==> src/rtl/mips_mem_pkg.sv <==
// Shared MEM-stage definitions: load-type codes (also used by the decoder),
// load FSM state encoding and small load-classification helpers.
package mips_mem_pkg;

  localparam logic [2:0] LD_LW  = 3'd0;
  localparam logic [2:0] LD_LH  = 3'd1;
  localparam logic [2:0] LD_LHU = 3'd2;
  localparam logic [2:0] LD_LB  = 3'd3;
  localparam logic [2:0] LD_LBU = 3'd4;

  typedef enum logic [2:0] {
    ST_IDLE  = 3'd0,
    ST_ISSUE = 3'd1,
    ST_WAIT  = 3'd2,
    ST_RESP  = 3'd3,
    ST_DRAIN = 3'd4
  } ld_state_e;

  // Undefined encodings 5-7 behave as LW.
  function automatic logic [2:0] norm_type(input logic [2:0] t);
    return (t > LD_LBU) ? LD_LW : t;
  endfunction

  function automatic logic is_misaligned(input logic [2:0] t, input logic [1:0] off);
    logic [2:0] nt;
    nt = norm_type(t);
    return ((nt == LD_LH || nt == LD_LHU) && off[0]) || (nt == LD_LW && off != 2'b00);
  endfunction

  // Offset bits a load type cannot use are forced to zero.
  function automatic logic [1:0] align_off(input logic [2:0] t, input logic [1:0] off);
    logic [2:0] nt;
    nt = norm_type(t);
    if (nt == LD_LW) return 2'b00;
    if (nt == LD_LH || nt == LD_LHU) return {off[1], 1'b0};
    return off;
  endfunction

endpackage

==> src/rtl/mod_load_ext.sv <==
// Combinational byte/halfword extraction and sign/zero extension of a read word.
// Little-endian lanes; also reused by the forwarding path.
module mod_load_ext
  import mips_mem_pkg::*;
(
  input  logic [31:0] rdata,
  input  logic [1:0]  off,
  input  logic [2:0]  ld_type,
  output logic [31:0] data
);

  logic [7:0]  byte_val;
  logic [15:0] half_val;

  assign byte_val = rdata[{off, 3'b000} +: 8];
  assign half_val = off[1] ? rdata[31:16] : rdata[15:0];

  always_comb begin
    data = rdata;
    case (ld_type)
      LD_LH:   data = {{16{half_val[15]}}, half_val};
      LD_LHU:  data = {16'h0000, half_val};
      LD_LB:   data = {{24{byte_val[7]}}, byte_val};
      LD_LBU:  data = {24'h000000, byte_val};
      default: data = rdata;
    endcase
  end

endmodule

==> src/rtl/mod_load_align.sv <==
// MEM-stage load unit: word-aligned read issue, wait-state tolerant response,
// extract/extend. Optional AdEL trap on misaligned loads via MOD_LOAD_ALIGN_TRAP_EN.
module mod_load_align
  import mips_mem_pkg::*;
#(
  parameter int AW = 32,
  parameter int DW = 32
) (
  input  logic          clk,
  input  logic          rst_n,
  input  logic          ld_req,
  input  logic [2:0]    ld_type,
  input  logic [AW-1:0] addr,
  input  logic          flush,
  output logic          mem_rd_en,
  output logic [AW-1:0] mem_addr,
  input  logic [DW-1:0] mem_rdata,
  input  logic          mem_rvalid,
  output logic          ld_busy,
  output logic [DW-1:0] ld_data,
  output logic          ld_valid,
  output logic          ld_misalign
);

  ld_state_e     state_reg, state_next;
  logic [2:0]    type_reg;
  logic [1:0]    off_reg;
  logic [AW-1:0] addr_reg;
  logic [DW-1:0] data_reg;
  logic [DW-1:0] ext_data;
  logic          trap_hit;
  logic          accept;

  mod_load_ext u_ext (
    .rdata   (mem_rdata),
    .off     (off_reg),
    .ld_type (type_reg),
    .data    (ext_data)
  );

`ifdef MOD_LOAD_ALIGN_TRAP_EN
  logic misalign_reg;

  assign trap_hit = is_misaligned(ld_type, addr[1:0]);

  always_ff @(posedge clk or negedge rst_n) begin
    if (!rst_n) misalign_reg <= 1'b0;
    else        misalign_reg <= (state_reg == ST_IDLE) && ld_req && !flush && trap_hit;
  end

  assign ld_misalign = misalign_reg;
`else
  assign trap_hit    = 1'b0;
  assign ld_misalign = 1'b0;
`endif

  assign accept = (state_reg == ST_IDLE) && ld_req && !flush && !trap_hit;

  always_ff @(posedge clk or negedge rst_n) begin
    if (!rst_n) begin
      state_reg <= ST_IDLE;
      type_reg  <= 3'd0;
      off_reg   <= 2'd0;
      addr_reg  <= '0;
      data_reg  <= '0;
    end else begin
      state_reg <= state_next;
      if (accept) begin
        type_reg <= norm_type(ld_type);
        off_reg  <= align_off(ld_type, addr[1:0]);
        addr_reg <= {addr[AW-1:2], 2'b00};
      end
      if (state_reg == ST_WAIT && mem_rvalid && !flush) data_reg <= ext_data;
    end
  end

  always_comb begin
    state_next = state_reg;
    case (state_reg)
      ST_IDLE:  if (accept) state_next = ST_ISSUE;
      ST_ISSUE: state_next = flush ? ST_DRAIN : ST_WAIT;
      // A flush coinciding with the response drops it and frees the unit at once.
      ST_WAIT: begin
        if (flush)           state_next = mem_rvalid ? ST_IDLE : ST_DRAIN;
        else if (mem_rvalid) state_next = ST_RESP;
      end
      ST_RESP:  state_next = ST_IDLE;
      ST_DRAIN: if (mem_rvalid) state_next = ST_IDLE;
      default:  state_next = ST_IDLE;
    endcase
  end

  assign mem_rd_en = (state_reg == ST_ISSUE);
  assign ld_busy   = (state_reg != ST_IDLE);
  assign ld_valid  = (state_reg == ST_RESP) && !flush;
  assign mem_addr  = addr_reg;
  assign ld_data   = data_reg;

endmodule

==> config.mk <==
export PLATFORM = sky130hd
export DESIGN_NAME = mod_load_align
export DESIGN_NICKNAME = d
export VERILOG_FILES = /design/src/rtl/mips_mem_pkg.sv /design/src/rtl/mod_load_ext.sv /design/src/rtl/mod_load_align.sv
export SDC_FILE = /design/constraint.sdc
export NUM_CORES = 1
export LEC_CHECK = 0
export ABC_AREA = 0
export CELL_PAD_IN_SITES_DETAIL_PLACEMENT = 1
export CELL_PAD_IN_SITES_GLOBAL_PLACEMENT = 1
export CORE_MARGIN = 2
export CORE_UTILIZATION = 31
export CTS_CLUSTER_SIZE = 30
export DETAILED_ROUTE_END_ITERATION = 7
export PLACE_DENSITY_LB_ADDON = 0.1
export SYNTH_ARGS = -nofsm -noshare
export SYNTH_HDL_FRONTEND = slang
export SYNTH_SLANG_ARGS = --single-unit
==> constraint.sdc <==
create_clock -name clk -period 2.2 [get_ports clk]
set_clock_uncertainty 0.05 [all_clocks]
set_input_delay 0.44 -clock clk [delete_from_list [all_inputs] [get_ports clk]]
set_output_delay 0.44 -clock clk [all_outputs]
set_load 0.02 [all_outputs]
After elaboration in Yosys (flattened, before gate mapping). Index checks and enable logic that the tools add are counted.

Output and inout port bits: 68. Flip-flop bits (word level): 70. Input bits: 72.

Magnitude comparators: 1. Equal/unequal tests: 13. Muxes and demuxes: 19. Reduce and logical (&&, ||, !) cells: 11. Shift-type cells: 1.

Operators with widths (count): 32-bit one-hot mux with 4 select lines (1); 32-bit by 6-bit indexed part select with 8-bit output (1); 3-bit 2-to-1 mux (7); 16-bit 2-to-1 mux (1); 3-bit by 2-bit == test with 1-bit output, second input constant (5); 3-bit one-hot mux with 4 select lines (1); 3-bit by 1-bit == test with 1-bit output, second input constant (3); 2-bit 2-to-1 mux (4); 3-bit == test, second input constant (2); 3-bit zero test (2); 1-bit logical AND (5); 1-bit 2-to-1 mux (5); 2-bit != test, second input constant (2); 3-bit > comparator, second input constant (1); 3-bit != test, second input constant (1); 3-bit AND reduction (1); 3-bit nonzero test (1); 1-bit zero test (1); 1-bit logical OR (1).

Longest topological paths before layout. Gate-level depths: netlist of run 1.

Depth in word-level cells: 9. Depth in mapped cells: 7. Gate-level depth less buffers: 4.

Cells and area by module. Synthesis of run 1 repeated with hierarchy kept, for this count alone.

Cell total of the unflattened synthesis: 292. Area total of the unflattened synthesis: 3875.0 um^2.

Modules (own cells, without submodules): mod_load_align (instances 1, area each 3012.9 um^2, seq. area each 1751.7 um^2, cells each 171); mod_load_ext (instances 1, area each 862.1 um^2, seq. area each 0.0 um^2, cells each 121).

Worst setup path after synthesis of run 1. No wires, ideal clock.

Path type: reg-to-output. Start: register state_reg[0]. End: output mem_rd_en. Arrival: 1.163 ns. Stages on the path, launching flop included: 3. Slack: 0.547 ns. Data required time: 1.710 ns. Cell sequence: dfrtp_1 -> clkbuf_1 -> nor3b_1.

Cells in the longest elaborated chain, start to end: 1.

RTL lines: start, declared (RTL line mod_load_align.sv:25) `ld_state_e state_reg, state_next;`; start signal, assigned (RTL line mod_load_align.sv:67) `state_reg <= state_next;`; 3-bit by 1-bit == test with 1-bit output (RTL line mod_load_align.sv:93) `assign mem_rd_en = (state_reg == ST_ISSUE);`; end, declared (RTL line mod_load_align.sv:15) `output logic mem_rd_en,`.

Every way passes these cells.

Final worst setup path of run 1.
Start: register state_reg[1]. End: output ld_busy.

Cells in the longest elaborated chain, start to end: 1.

RTL lines: 3-bit nonzero test (RTL line mod_load_align.sv:94) `assign ld_busy = (state_reg != ST_IDLE);`; end, declared (RTL line mod_load_align.sv:19) `output logic ld_busy,`.

Every way passes these cells.

==> results of run 1 <==
==> cell usage in the layout (no fill, tap or decap), types with 2 or more instances in the layout <==
cell / count
clkinv_2: 3
nand2_1: 116
inv_1: 2
nor3_1: 11
conb_1: 3
nor2_1: 42
mux2i_1: 17
dfrtp_1: 68
clkdlybuf4s50_1: 132
nand3b_1: 4
a21oi_1: 33
buf_12: 3
o32a_1: 7
dlygate4sd2_1: 2
o21ai_0: 2
buf_4: 18
clkbuf_8: 10
and3_1: 2
xnor2_1: 3
nand3_1: 3
dfrtp_2: 2
a21o_1: 8
==> report_power, final <==
part	total (uW)	internal [uW]	switching [uW]
Sequential	2260	1870	391
Combinational	3490	1670	1830
Clock	1060	551	511
Total	6810	4080	2730
==> routing by layer <==
metal / global-route usage, % / share of wire (%) / up-vias
li1: - / - / 1504
met1: 22.5 / 44 / 1488
met2: 32.1 / 50 / 86
met3: 4.46 / 5.7 / 9
met4: 5.04 / 1.1 / 0
met5: 0 / 0 / -
==> per-stage QoR <==
| step | util (%) | worst slack, ns | hold WS (ns) | instance area [um2] | total power (uW) |
|---|---|---|---|---|---|
| after global placement | 46.1 | -0.0288 | 0.324 | 4930 | 5730 |
| final | 48.2 | 0.183 | 0.432 | 5150 | 6810 |
| after global routing | 48.2 | 0.113 | 0.467 | 5150 | 7320 |
| after detailed placement | 46.1 | -0.0508 | 0.334 | 4930 | 5820 |
| after CTS | 48.0 | 0.0185 | 0.436 | 5140 | 6910 |
| after floorplan | - | 0.547 | 0.0944 | 3380 | 4110 |
==> cell families (layout without fill, tap and decap cells) <==
| group | count (synthesis) | in the layout | share of synthesized area (%) |
|---|---|---|---|
| XOR/XNOR | 4 | 4 | 1.26 |
| AO/OA/AOI/OAI | 59 | 59 | 11.9 |
| multiplexers | 18 | 18 | 5.38 |
| AND/OR/NAND/NOR | 188 | 188 | 23.9 |
| flip-flops | 70 | 70 | 52.0 |
| other | 1 | 3 | 0.111 |
| buffers and inverters | 28 | 175 | 5.46 |
==> repair_timing <==
action / CTS / global route
setup endpoints to repair: 3 / 2
resized for setup: 4 / 2
endpoints found under the hold margin: 24 / 0
hold buffers: 1 / 0
==> worst min-delay path, cell delays in order, from the launching register on <==
cell     delay [ns]
dfrtp_1        0.35
nand2_1        0.05
nand2_1        0.06
==> worst min-delay path by stage <==
stage                       startpoint            to  slack (ns)
after global routing       mem_addr[8]   mem_addr[8]        0.47
after global placement           rst_n    ld_data[4]        0.32
final                     mem_addr[18]  mem_addr[18]        0.43
after detailed placement         rst_n    ld_data[4]        0.33
after CTS                 mem_addr[18]  mem_addr[18]        0.44
after floorplan                  rst_n    ld_data[0]        0.09
==> area by class of cell <==
cell class,count,area (um2)
sequential,70,1750
fill,1225,5540
tap,140,175
timing repair buffer,157,1560
multi-input combinational,272,1460
inverter,2,7.51
clock inverter,6,61.3
clock buffer,10,138
==> flow_summary.json, run 1 <==
{
  "drv_cap": 0,
  "io_pins": 140,
  "synthDistinctLibCells": 40,
  "cts-htree-levels": 3,
  "dpl.cell_count": 640,
  "tns_ns": 0,
  "drive_above_1_share_pct": 9.48,
  "diodes": 0,
  "setup_viol": 0,
  "first_pass_iters": 4,
  "vias_per_cell": 4.70,
  "grt_pass1_vias": 3449,
  "ys_ff_latch": 70,
  "cts_tree": "yes",
  "p_per_area_mw_per_mm2": 1320,
  "die-area_mm2": 0.0117,
  "dpl.hpwl_um": 7840,
  "grt_overflow": 0,
  "cp_max_fo": 10,
  "r2r_cells": 4,
  "slew_violations": 0,
  "cp_cell_sequence": "or3_1 -> dlygate4sd2_1",
  "die_w_um": 108,
  "critPathLaunchType": "flip-flop",
  "grtUsageTotal_pct": 18.3,
  "max_stage_delay_ns": 0.48,
  "worst_ep_arrival_time_ns": 1.53,
  "hold_path_class": "flip-flop to flip-flop",
  "slowest_stage": "dfrtp_2",
  "hold_viol": 0,
  "ant_nets": 0,
  "synth_edf_count": 0,
  "finalCritPeriodShare_pct": 91.7,
  "rsz0062_at_grt": "false",
  "yosys_warnings": 0,
  "syn2layout_area_growth_pct": 53.0,
  "ys.flop_type": "dfrtp_1",
  "synth_area_per_cell_um2": 9.16,
  "syn-cell-area_mm2": 0.00337,
  "wl_per_cell_um": 15.8,
  "synth.most_common_cell": "nand2_1",
  "worst_ir_drop_vdd_uv": 582,
  "instances_no_fill": 657,
  "drt_iter0_drc": 75,
  "rrSetupSlack_ns": 0.36,
  "crit_family": "flip-flops",
  "synth_area_leaders": "dfrtp_1 (52%), nand2_1 (13%), mux2i_1 (5.1%), a21oi_1 (4.9%), nor2_1 (4.7%)",
  "clock-sinks": 70,
  "status": "finished clean",
  "grt_max_degree": 27,
  "antenna_found_initial": 0,
  "grt_pass1_wl_um": 16800,
  "worstSetupEndpointType": "primary output",
  "cts_setup_buffers": 0,
  "largest_register_ff_count": 32,
  "slew_headroom_pct": 64.9,
  "port_buffers": 136,
  "max_slew.worst_pin.slew_ns": 0.527,
  "core_mm2": 0.0107,
  "synthArstFlopShare_pct": 100,
  "cts.clk_slew.worst_paths_ns": 0.08,
  "cts_buffers": 9,
  "ys_seq_area_share_pct": 52.0,
  "crit_start": "state_reg[1]",
  "critPathKind": "flip-flop to primary output",
  "final_nets": 584,
  "critPathBufInv": 1,
  "cts_max_path_buffers": 2,
  "critPathCapture": "ld_busy",
  "holdPathStages": 2,
  "r2r-end": "ld_data[9]",
  "die_h_um": 108,
  "synth_commonest_cells": "nand2_1 (116), dfrtp_1 (70), nor2_1 (42)",
  "routed_wl_um": 10400,
  "leakage_uw": 0.00231,
  "gp_routability_congestion": 0.760,
  "worstPathRequired_ns": 1.71,
  "fin_crit_ns": 2.02,
  "vias": 3087,
  "clk_latency_ns": 0.34,
  "route.detailed.drc": 0,
  "synth_top_area_cell": "dfrtp_1",
  "cp_num_cells": 2,
  "synthesis.instances": 368,
  "initial_utilization_pct": 31.5,
  "yosys.area.top_type_share_pct": 52.0,
  "placementRows": 38,
  "fmax_ghz": 0.496,
  "cts_root_buf": "clkbuf_8",
  "timing.rr.start": "off_reg[1]"
}
(Power assumes the default switching activity.)
==> inputs of run 2 (changes only) <==
--- a/config.mk
+++ b/config.mk
@@ -7,12 +7,13 @@
 export LEC_CHECK = 0
 export ABC_AREA = 0
 export CELL_PAD_IN_SITES_DETAIL_PLACEMENT = 1
-export CELL_PAD_IN_SITES_GLOBAL_PLACEMENT = 1
+export CELL_PAD_IN_SITES_GLOBAL_PLACEMENT = 2
 export CORE_MARGIN = 2
-export CORE_UTILIZATION = 31
+export CORE_UTILIZATION = 24
 export CTS_CLUSTER_SIZE = 30
 export DETAILED_ROUTE_END_ITERATION = 7
 export PLACE_DENSITY_LB_ADDON = 0.1
+export SLEW_MARGIN = 30
 export SYNTH_ARGS = -nofsm -noshare
 export SYNTH_HDL_FRONTEND = slang
 export SYNTH_SLANG_ARGS = --single-unit
==> flow_summary.json, run 2 (same netlist as run 1, synthesis figures left out) <==
{
  "placementRows": 43,
  "tns_ns": 0,
  "cts_max_path_buffers": 2,
  "rrSetupSlack_ns": 0.37,
  "holdPathEnd": "mem_addr[22]",
  "grt_max_degree": 42,
  "grt_pass1_wl_um": 17300,
  "drive_above_1_share_pct": 9.11,
  "port_buffers": 136,
  "dp_slack_ns": -0.0538,
  "cts.clk_slew.worst_paths_ns": 0.05,
  "max_slew.worst_pin.slew_ns": 0.783,
  "cts_root_buf": "clkbuf_16",
  "slew_violations": 0,
  "grt_pass1_vias": 3328,
  "setup_viol": 0,
  "antenna_found_initial": 0,
  "critPathLaunchType": "flip-flop",
  "fin_crit_ns": 2.00,
  "vias": 3115,
  "drt_iter0_drc": 62,
  "cts-htree-levels": 3,
  "drv_cap": 0,
  "instances_no_fill": 696,
  "diodes": 0,
  "die_h_um": 122,
  "clk_latency_ns": 0.34,
  "r2r_cells": 4,
  "initial_utilization_pct": 24.5,
  "worst_slack_ns": 0.203,
  "cp_max_fo": 10,
  "core_mm2": 0.0138,
  "grt_overflow": 0,
  "grtUsageTotal_pct": 15.2,
  "wl_per_cell_um": 15.7,
  "routed_wl_um": 10900,
  "mostFrequentLayoutCells": "clkdlybuf4s50_1 (132), nand2_1 (116), dfrtp_1 (68), nor2_1 (42), a21oi_1 (33)",
  "vias_per_cell": 4.48,
  "finalCritPeriodShare_pct": 90.8,
  "crit_start": "state_reg[1]",
  "final_nets": 583,
  "leakage_uw": 0.00235,
  "die-area_mm2": 0.0150,
  "r2r-end": "ld_data[11]",
  "max_stage_delay_ns": 0.48,
  "largest_register_ff_count": 32,
  "cts_buffers": 9,
  "die_w_um": 122,
  "hold_viol": 0,
  "holdPathStages": 2,
  "route.detailed.drc": 0,
  "first_pass_iters": 5,
  "io_pins": 140,
  "grt_busiest_layer": "met2",
  "hold_path_class": "flip-flop to flip-flop",
  "timing.rr.start": "off_reg[1]",
  "slew_headroom_pct": 47.4,
  "grtUsageMet3_pct": 5.07,
  "fmax_ghz": 0.501,
  "ant_nets": 0,
  "p_per_area_mw_per_mm2": 1360,
  "min_from": "mem_addr[22]",
  "clock-sinks": 70,
  "cp_cell_sequence": "or3_1 -> dlygate4sd2_1",
  "grtUsageMet2_pct": 24.5,
  "gp_routability_congestion": 0.742,
  "syn2layout_area_growth_pct": 57.3,
  "worst_ir_drop_vdd_uv": 544,
  "stdcell_area_mm2": 0.00530,
  "mostFrequentLayoutCell": "clkdlybuf4s50_1",
  "worstPathRequired_ns": 1.71,
  "slowest_stage": "dfrtp_2",
  "worstSetupEndpointType": "primary output",
  "critPathKind": "flip-flop to primary output",
  "grtUsageMet1_pct": 18.8,
  "place_area_mm2": 0.00497,
  "cts_tree": "yes",
  "rsz0062_at_grt": "false",
  "worst_ep_arrival_time_ns": 1.51,
  "status": "finished clean",
  "dpl.hpwl_um": 8130,
  "whs_ns": 0.421,
  "dpl.cell_count": 679
}
## run 2: changes by cell type in the layout (fill, tap and decap cells not counted)
cell	previous run	this run
buf_4	18	17
clkbuf_1	0	1
clkbuf_16	0	9
clkbuf_8	10	2
clkinv_4	1	0
clkinvlp_4	1	0
## run 2: per-layer routing
layer | up-vias | part of all wire [%]
met5 | - | 0
met3 | 12 | 7.4
met2 | 90 | 47
li1 | 1508 | -
met1 | 1505 | 44
met4 | 0 | 1.5
## run 2: repair_timing
item / 4_1_cts / 5_1_grt
setup buffers: 0 / 0
gates resized for setup: 4 / 1
endpoints found under the setup margin: 2 / 1
hold endpoints to repair: 2 / 0
hold buffers: 1 / 0
gates cloned: 0 / 0
## run 2: worst max path at each step
stage                     cells after the start        end  slack [ns]
after floorplan                               2  mem_rd_en        0.55
after global placement                        4   ld_valid       -0.03
after detailed placement                      4   ld_valid       -0.05
after CTS                                     2  mem_rd_en        0.04
after global routing                          2    ld_busy        0.13
final                                         2    ld_busy        0.20
## run 2: stage by stage
stage               total power (uW)  utilization, %
floorplan                       4110               -
global placement                5750            36.1
detailed placement              5820            36.1
CTS                             7340            38.4
global route                    7740            38.5
finish                          7220            38.5
## run 2: critical path, delay by kind of cell (launching register included)
family	cells	cell delay, ns
buffers and inverters	1	0.32
DFF	1	0.48
and+or+nand+nor	1	0.38
## run 2: area by class of cell
type	instances	area (um2)
clock inverters	4	45.0
repair buffers	156	1550
clock buffers	12	256
well taps	180	225
inverters	2	7.51
flip-flops and latches	70	1750
fillers	1597	8470
multi-input cells	272	1460
## run 2: where the power goes
group | switching (uW) | internal (uW) | total, uW
Combinational | 1840 | 1650 | 3500
Clock | 547 | 934 | 1480
Sequential | 377 | 1870 | 2250
Total | 2770 | 4460 | 7220
